$ cat src/rtl/adder_pkg.sv
// Shared definitions for the serial adder: FSM encoding and sizing helpers.
// Latency: none (package only).
// Backpressure: none (package only).
package adder_pkg;

  // Two-bit FSM encoding for the slice-serial adder.
  typedef enum logic [1:0] {
    IDLE = 2'd0,
    RUN  = 2'd1,
    DONE = 2'd2
  } state_e;

  // Slice counter width: enough to count K slices, never narrower than one bit.
  function automatic int cnt_width(input int k);
    return (k <= 2) ? 1 : $clog2(k);
  endfunction

  // Signed overflow of a two's-complement add, given both operand MSBs and the sum MSB.
  function automatic logic sum_ovf(input logic a_msb, input logic b_msb, input logic s_msb);
    return (a_msb == b_msb) && (s_msb != a_msb);
  endfunction

endpackage

$ cat src/rtl/adder_cla.sv
// N-bit carry-lookahead adder (Kogge-Stone parallel prefix) with carry in/out.
// Latency: purely combinational, zero cycles.
// Backpressure: none; output follows input every cycle.
module adder_cla #(
  parameter int N = 8
) (
  input  logic [N-1:0] a,
  input  logic [N-1:0] b,
  input  logic         ci,
  output logic [N-1:0] sum,
  output logic         co
);

  // Prefix tree: after the loop g[i]/p[i] hold group generate/propagate over bits [i:0].
  always_comb begin
    logic [N-1:0] p0;
    logic [N-1:0] g;
    logic [N-1:0] p;
    logic [N-1:0] g_nxt;
    logic [N-1:0] p_nxt;
    logic [N-1:0] ones;
    logic [N:0]   carry;
    p0    = a ^ b;
    g     = a & b;
    p     = p0;
    ones  = '1;
    g_nxt = '0;
    p_nxt = '0;
    for (int d = 1; d < N; d = d * 2) begin
      // Bits below d have no partner d places down; keep their propagate unchanged.
      g_nxt = g | (p & (g << d));
      p_nxt = p & ((p << d) | (ones >> (N - d)));
      g     = g_nxt;
      p     = p_nxt;
    end
    carry = {g | (p & {N{ci}}), ci};
    sum   = p0 ^ carry[N-1:0];
    co    = carry[N];
  end

endmodule

$ cat src/rtl/adder_serial.sv
// Slice-serial W-bit adder: one N-bit carry-lookahead slice per cycle, K = W/N slices.
// Latency: K cycles in RUN after the accepting edge, then result held in DONE.
// Backpressure: in_ready only in IDLE; DONE holds s/co/ovf until out_ready.
module adder_serial
  import adder_pkg::*;
#(
  parameter int W = 32,
  parameter int N = 8
) (
  input  logic         clk,
  input  logic         rstb,
  input  logic         in_valid,
  output logic         in_ready,
  input  logic [W-1:0] a,
  input  logic [W-1:0] b,
  input  logic         ci,
  output logic         out_valid,
  input  logic         out_ready,
  output logic [W-1:0] s,
  output logic         co,
  output logic         ovf,
  output logic         busy
);

  localparam int K  = (N < 1) ? 1 : W / N;
  localparam int CW = cnt_width(K);
  localparam logic [CW-1:0] CNT_LAST = CW'(K - 1);

  // Reject slice widths that do not tile the operand exactly.
  if (N < 1) begin : g_bad_n
    $error("adder_serial: slice width N must be at least 1");
  end else if (W % N != 0) begin : g_bad_w
    $error("adder_serial: operand width W must be a multiple of slice width N");
  end

  state_e        state_q, state_d;
  logic [W-1:0]  opa_q, opa_d;
  logic [W-1:0]  opb_q, opb_d;
  logic [W-1:0]  res_q, res_d;
  logic          cy_q, cy_d;
  logic [CW-1:0] cnt_q, cnt_d;
  logic          amsb_q, amsb_d;
  logic          bmsb_q, bmsb_d;
  logic [W-1:0]  s_q, s_d;
  logic          co_q, co_d;
  logic          ovf_q, ovf_d;
  logic          out_valid_q, out_valid_d;
  logic          busy_q, busy_d;

  logic [N-1:0]  slice_sum;
  logic          slice_co;
  logic [W-1:0]  res_shift;

  // Low slice of each operand plus the running carry.
  adder_cla #(.N(N)) u_cla (
    .a   (opa_q[N-1:0]),
    .b   (opb_q[N-1:0]),
    .ci  (cy_q),
    .sum (slice_sum),
    .co  (slice_co)
  );

  // New slice enters at the MSB end; after K slices the first one sits at the LSB.
  assign res_shift = W'({slice_sum, res_q} >> N);

  // Next-state and datapath update for all registers.
  always_comb begin
    state_d     = state_q;
    opa_d       = opa_q;
    opb_d       = opb_q;
    res_d       = res_q;
    cy_d        = cy_q;
    cnt_d       = cnt_q;
    amsb_d      = amsb_q;
    bmsb_d      = bmsb_q;
    s_d         = s_q;
    co_d        = co_q;
    ovf_d       = ovf_q;
    out_valid_d = out_valid_q;
    busy_d      = busy_q;
    case (state_q)
      IDLE: begin
        if (in_valid) begin
          opa_d   = a;
          opb_d   = b;
          cy_d    = ci;
          cnt_d   = '0;
          amsb_d  = a[W-1];
          bmsb_d  = b[W-1];
          res_d   = '0;
          busy_d  = 1'b1;
          state_d = RUN;
        end
      end
      RUN: begin
        opa_d = opa_q >> N;
        opb_d = opb_q >> N;
        res_d = res_shift;
        cy_d  = slice_co;
        if (cnt_q == CNT_LAST) begin
          // Last slice: publish the result; counter holds so it never wraps.
          s_d         = res_shift;
          co_d        = slice_co;
          ovf_d       = sum_ovf(amsb_q, bmsb_q, res_shift[W-1]);
          out_valid_d = 1'b1;
          state_d     = DONE;
        end else begin
          cnt_d = cnt_q + CW'(1);
        end
      end
      DONE: begin
        if (out_ready) begin
          s_d         = '0;
          co_d        = 1'b0;
          ovf_d       = 1'b0;
          out_valid_d = 1'b0;
          busy_d      = 1'b0;
          state_d     = IDLE;
        end
      end
      default: begin
        s_d         = '0;
        co_d        = 1'b0;
        ovf_d       = 1'b0;
        out_valid_d = 1'b0;
        busy_d      = 1'b0;
        state_d     = IDLE;
      end
    endcase
  end

  // State register bank; reset clears everything and abandons any operation in flight.
  always_ff @(posedge clk or negedge rstb) begin
    if (!rstb) begin
      state_q     <= IDLE;
      opa_q       <= '0;
      opb_q       <= '0;
      res_q       <= '0;
      cy_q        <= 1'b0;
      cnt_q       <= '0;
      amsb_q      <= 1'b0;
      bmsb_q      <= 1'b0;
      s_q         <= '0;
      co_q        <= 1'b0;
      ovf_q       <= 1'b0;
      out_valid_q <= 1'b0;
      busy_q      <= 1'b0;
    end else begin
      state_q     <= state_d;
      opa_q       <= opa_d;
      opb_q       <= opb_d;
      res_q       <= res_d;
      cy_q        <= cy_d;
      cnt_q       <= cnt_d;
      amsb_q      <= amsb_d;
      bmsb_q      <= bmsb_d;
      s_q         <= s_d;
      co_q        <= co_d;
      ovf_q       <= ovf_d;
      out_valid_q <= out_valid_d;
      busy_q      <= busy_d;
    end
  end

  assign in_ready  = (state_q == IDLE);
  assign out_valid = out_valid_q;
  assign busy      = busy_q;
  assign s         = s_q;
  assign co        = co_q;
  assign ovf       = ovf_q;

endmodule

$ cat config.mk
export PLATFORM = sky130hd
export DESIGN_NAME = adder_serial
export DESIGN_NICKNAME = d
export VERILOG_FILES = /design/src/rtl/adder_pkg.sv /design/src/rtl/adder_cla.sv /design/src/rtl/adder_serial.sv
export SDC_FILE = /design/constraint.sdc
export NUM_CORES = 1
export LEC_CHECK = 0
export CAP_MARGIN = 5
export CELL_PAD_IN_SITES_DETAIL_PLACEMENT = 0
export CELL_PAD_IN_SITES_GLOBAL_PLACEMENT = 1
export CORE_MARGIN = 4
export CORE_UTILIZATION = 53
export CTS_CLUSTER_SIZE = 10
export DETAILED_ROUTE_END_ITERATION = 6
export DONT_BUFFER_PORTS = 1
export PLACE_DENSITY = 0.92
export SYNTH_ARGS = -nofsm -noshare
export SYNTH_HDL_FRONTEND = slang
export SYNTH_SLANG_ARGS = --single-unit
$ cat constraint.sdc
create_clock -name clk -period 3.25 [get_ports clk]
set_input_delay 0.65 -clock clk [delete_from_list [all_inputs] [get_ports clk]]
set_output_delay 0.65 -clock clk [all_outputs]
set_load 0.005 [all_outputs]
==> flow_summary.toml, run 1 <==
[status]
status = "finished, violations left"
violations = "negative hold slack"

[placement]
dp_slack_ps = 1360
port_buffers = 0
post-dp-hpwl_um = 7650
gp_congestion = 0.783

[clocking]
cts_num_sinks = 131
root_buffer = "clkbuf_8"
clk_pin_slew_ps = 60
clk_latency_ps = 510
h-tree-depth = 4
cts_tree = "yes"
cts_buffers = 17
clk_path_buf_depth = 2
post-cts-setup-buffers = 0

[floorplan]
core_um2 = 10400
start_util_pct = 54.8
dieArea_um2 = 12400
die_h_um = 112
die_w_um = 112
rows = 37
ios = 106

[critical_path]
cp_num_buf_inv = 0
crit_path_top_delay_cell = "dfrtp_1"
crit_cells = 6
path_class = "flip-flop to flip-flop"
end_kind = "flip-flop"
cpPeakStageDelay_ps = 390
start_kind = "flip-flop"
cp_max_fo = 3
worstRegToRegCells = 6
worstPathRequired_ps = 3620
critPathTopFamily = "compound AO/OA/AOI/OAI gates"
crit_arrival_ps = 2280
crit_chain = "ha_1 -> a21oi_1 -> nor2b_1 -> o21a_1 -> o311ai_1 -> o21ai_0"

[global_routing]
met3_usage_pct = 8.48
use_met2_pct = 29.9
grt_pass1_wl_um = 19300
grt_max_degree = 132
track_usage_pct = 19.4
use_met1_pct = 24.3
grt-busiest-layer = "met2"
grt_pass1_vias = 3902
grt.overflow.total = 0
antenna_found_initial = 0

[yosys]
synthFlopType = "dfrtp_1"
yosysWarningCount = 0
syn_area_per_cell_um2 = 10.8
synth.cell_area_um2 = 5680
syn_nets = 605
syn_inst = 526
synth.distinct_cells = 44
async_flop_share_pct = 100
ys_ff_latch = 131
synth_edf_count = 0
yosysSeqAreaShare_pct = 57.7

[timing]
worst_pin_slew_ps = 566
fmax_ghz = 0.524
setup_ws_ps = 1340
fin_worst_skew_ps = 10.5
period_needed_ps = 1910
drv_slew = 0
slew-limit-headroom_pct = 62.3
rsz0062_at_grt = "no"
fin_crit_sh_pct = 58.8
fin_tns_setup_ps = 0
finalHoldViolCount = 131
holdWs_ps = -173
setup_viol = 0

[flow_run]
cap_viol_max_count = 0

[pwr]
power_density_nw_per_um2 = 1160
leakagePower_nw = 3.02
ir_drop_v = 0.000588

[cells_and_area]
fin_nets = 596
diodes = 0
synthToLayoutAreaGrowth_pct = 11.8
drive_above_1_share_pct = 9.81
fill_cells = 825
layout_common_cells = "139 x nand2_1, 131 x dfrtp_1, 65 x o21ai_0"
final_util_pct = 61.2
mostFrequentLayoutCell = "nand2_1"

[detailed_routing]
drc_errors = 0
post_drt_via_cell_ratio = 5.55
dr.pass1.iters = 4
drtAntennaViolNets = 0
wl_um = 11400
vias = 3695
drtIter0Drc = 302
wl_per_cell_um = 17.1

[min_path]
holdCritPathClass = "input port to asynchronous set/reset pin"
[synthesized netlist by cell type, types with 2 or more instances]
| master | instances | area share, % |
|---|---|---|
| nand2_1 | 139 | 9.2 |
| dfrtp_1 | 131 | 58 |
| o21ai_0 | 65 | 5.7 |
| mux2i_1 | 49 | 8.6 |
| a22o_1 | 25 | 3.9 |
| o21ai_1 | 13 | 1.1 |
| clkbuf_1 | 12 | 0.79 |
| buf_4 | 9 | 1.2 |
| ha_1 | 9 | 2.0 |
| buf_2 | 8 | 0.70 |
| inv_1 | 8 | 0.53 |
| a21oi_1 | 5 | 0.44 |
| buf_6 | 5 | 0.99 |
| nor2_1 | 5 | 0.33 |
| o31ai_1 | 5 | 0.66 |
| mux2_2 | 3 | 0.59 |
| a211oi_1 | 2 | 0.26 |
| a21o_1 | 2 | 0.26 |
| nor3_1 | 2 | 0.18 |
| o21a_1 | 2 | 0.26 |
| o22ai_1 | 2 | 0.22 |
| xnor2_1 | 2 | 0.31 |
| xor2_1 | 2 | 0.31 |
[routing by layer]
layer,routed length [µm],share of wire (%),up-vias
met5,0,0,-
met4,186,1.6,0
met3,942,8.3,14
met2,5480,48,112
met1,4800,42,1767
li1,-,-,1802
[path summary, 6_finish.rpt]
check                                from    endpoint  slack (ps)
worst min register to register   res_q[9]    res_q[9]         470
worst max-delay path             opa_q[0]       s[27]        1340
worst max register to register   opa_q[0]       s[27]        1340
max in group asynchronous            rstb   res_q[23]        3210
min in group clk                out_ready  state_q[1]         220
worst min-delay path                 rstb       s[22]        -170
[flip-flops by register name, indices dropped and copies added (netlist names)]
signal and flops:
opa_q 32, bmsb_q 1, co 1, state_q 2, cy_q 1, out_valid 1
s 32, busy 1, amsb_q 1, opb_q 32, cnt_q 2, res_q 24
ovf 1
[through the flow]
step | hold slack, ps | total power, mW | instances | cell area, µm²
floorplan | 354 | 4.89 | 526 | 5680
global placement | 358 | 5.26 | 634 | 5720
detailed placement | 358 | 5.39 | 634 | 5720
CTS | -197 | 7.42 | 666 | 6350
global route | -207 | 7.92 | 666 | 6350
finish | -173 | 7.35 | 666 | 6350
[cell type report]
cell class	instances	area [µm²]	area share, %
clock buffer	18	428	6.74
clock inverter	14	199	3.13
inverter	8	30.0	0.473
multi-input combinational	353	2190	34.4
sequential	131	3280	51.6
tap	136	170	2.68
timing repair buffer	6	57.6	0.907
[power by group]
group,switching (mW),internal (mW),total (mW)
sequential,0.459,2.33,2.79
clock,0.724,1.27,2.00
combinational,1.52,1.04,2.56
[timing repair]
action                                  in CTS  in global routing
gates resized for setup                      0                  0
endpoints found under the setup margin       0                  0
hold endpoints to repair                   131                131
[logic make-up (layout without fill, tap and decap cells)]
group           count (synthesis)  in the layout  synth area share, %
simple gates                  157            157                 11.3
mux                            52             52                 9.23
xor+xnor                        4              4                0.617
compound gates                130            130                 14.6
flops                         131            131                 57.7
fa+ha+maj                      10             10                 2.33
buf+inv                        42             46                 4.21
[worst register-to-register path, stage by stage (launching register included)]
cell and delay, ps:
dfrtp_1 390, ha_1 300, a21oi_1 300, nor2b_1 110, o21a_1 210, o311ai_1 340
o21ai_0 120
No activity file was read; power rests on OpenSTA's default activity.
==> run 2: changes to the inputs <==
Settings changed: CORE_UTILIZATION 53 to 49, PLACE_DENSITY 0.92 to 0.87.
Clock period 3.25 ns to 1.8 ns, I/O delays scaled along.
==> run 2 against run 1 <==
The flow still finishes with violations (negative hold slack). Setup slack got worse by 1300 ps. Sequential share of layout area fell by 1.9 points. Combinational power rose by 110%. Via count rose by 2.4%.
==> flow_summary.toml, run 2 (synthesis results as in run 1) <==
[floorplan]
rows = 39
start_util_pct = 50.0
die_w_um = 116
dieArea_um2 = 13400
ios = 106
core_um2 = 11400
die_h_um = 116

[detailed_routing]
drtIter0Drc = 191
top_layer = "met4"
dr.pass1.iters = 6
wl_met1_um = 4890
wl_per_cell_um = 17.3
drtAntennaViolNets = 0
wl_um = 11800
vias = 3785
wl_met3_um = 993
dr_wl_met2_um = 5760
post_drt_via_cell_ratio = 5.55
drc_errors = 0

[critical_path]
start_kind = "flip-flop"
r2r_setup_slack_ps = 80
r2r-start = "opa_q[5]"
worstPathRequired_ps = 2090
path_class = "flip-flop to flip-flop"
crit_arrival_ps = 2020
r2r_end = "ovf"
crit_path_top_delay_cell = "dfrtp_1"
cp_max_fo = 6
end_kind = "flip-flop"
crit_end = "ovf"
cpPeakStageDelay_ps = 380
crit_chain = "ha_1 -> buf_4 -> o21ai_0 -> o21a_1 -> o22ai_2 -> mux2i_1 -> nand2_1"
crit_path_start = "opa_q[5]"
worstRegToRegCells = 7

[clocking]
root_buffer = "clkbuf_16"
clk_pin_slew_ps = 60
h-tree-depth = 4
cts_buffers = 17
clk_path_buf_depth = 2
clk_latency_ps = 410
cts_tree = "yes"
cts_num_sinks = 131

[timing]
setup_viol = 0
period_needed_ps = 1720
slew-limit-headroom_pct = 75.6
setup_ws_ps = 78.8
fin_worst_skew_ps = 5.29
fin_crit_sh_pct = 95.6
fmax_ghz = 0.581
holdWs_ps = -359
worst_pin_slew_ps = 366
finalHoldViolCount = 131
drv_slew = 0

[cells_and_area]
fill_cells = 946
multi_input_area_um2 = 2280
drive_above_1_share_pct = 12.8
diodes = 0
ff_latch_area_um2 = 3280
fin_area_um2 = 6590
mostFrequentLayoutCell = "nand2_1"
layout_common_cells = "139 x nand2_1, 131 x dfrtp_1, 63 x o21ai_0"
fin_nets = 605
synthToLayoutAreaGrowth_pct = 15.9

[global_routing]
grt.overflow.total = 0
grt_max_degree = 132
track_usage_pct = 18.8
grt_pass1_wl_um = 19400
antenna_found_initial = 0
grt_pass1_vias = 3914

[placement]
gp_congestion = 0.820
dp_slack_ps = -60.3
port_buffers = 0
place_area_um2 = 5860
post-dp-hpwl_um = 8060

[min_path]
holdCritPathClass = "input port to asynchronous set/reset pin"

[pwr]
power_density_nw_per_um2 = 2130
ir_drop_v = 0.00125
leakagePower_nw = 3.10

[flow_run]
cap_viol_max_count = 0

[status]
status = "finished, violations left"
violations = "negative hold slack"
-- run 2: layout make-up --
cell class	instances	area share, %
Sequential cell	131	49.8
Multi-Input combinational cell	353	34.6
Clock buffer	24	7.31
Timing Repair Buffer	15	2.85
Tap cell	143	2.72
Clock inverter	8	2.26
Inverter	8	0.456
-- run 2: how the worst min path moves through the flow --
stage               from  endpoint  slack (ps)  cells past startpoint
global route        rstb     s[20]        -380                      0
detailed placement  rstb     s[20]          70                      0
finish              rstb     s[20]        -360                      0
CTS                 rstb     s[20]        -380                      0
global placement    rstb     s[20]          70                      0
floorplan           rstb    amsb_q          60                      0
-- run 2: through the flow --
stage | setup TNS [ps] | utilization [%] | hold WS, ps | total power [mW] | instances
2_1_floorplan | 0 | - | 64.4 | 8.84 | 526
3_3_place_gp | 0 | 51.5 | 67.7 | 9.89 | 650
3_5_place_dp | -109 | 51.5 | 67.3 | 10.1 | 650
4_1_cts | 0 | 57.2 | -377 | 13.9 | 682
5_1_grt | -159 | 57.9 | -380 | 15.1 | 682
6_report | 0 | 57.9 | -359 | 14.1 | 682
-- run 2: repair_timing --
action | CTS | global route
hold endpoints to repair | 131 | 131
setup buffers | 0 | 0
resized for setup | 3 | 13
pin swaps | 0 | 1
endpoints found under the setup margin | 4 | 12
-- run 2: where the power goes --
group / internal, mW / switching [mW] / total (mW) / leakage, nW
logic: 2.37 / 3.00 / 5.36 / 1.11
clock network: 2.43 / 1.23 / 3.66 / 0.301
registers: 4.21 / 0.825 / 5.03 / 1.69
-- run 2: layer usage --
metal | global-route usage (%) | vias to the layer above
met5 | 0 | -
met4 | 7.04 | 0
li1 | - | 1815
met3 | 7.52 | 16
met1 | 23.2 | 1837
met2 | 30.0 | 117
-- run 2: critical path: cells and delay by family (launching register included) --
kind | cells | cell delay, ps
buf+inv | 1 | 150
fa+ha+maj | 1 | 330
simple gates | 1 | 60
flops | 1 | 380
mux | 1 | 210
compound gates | 3 | 470
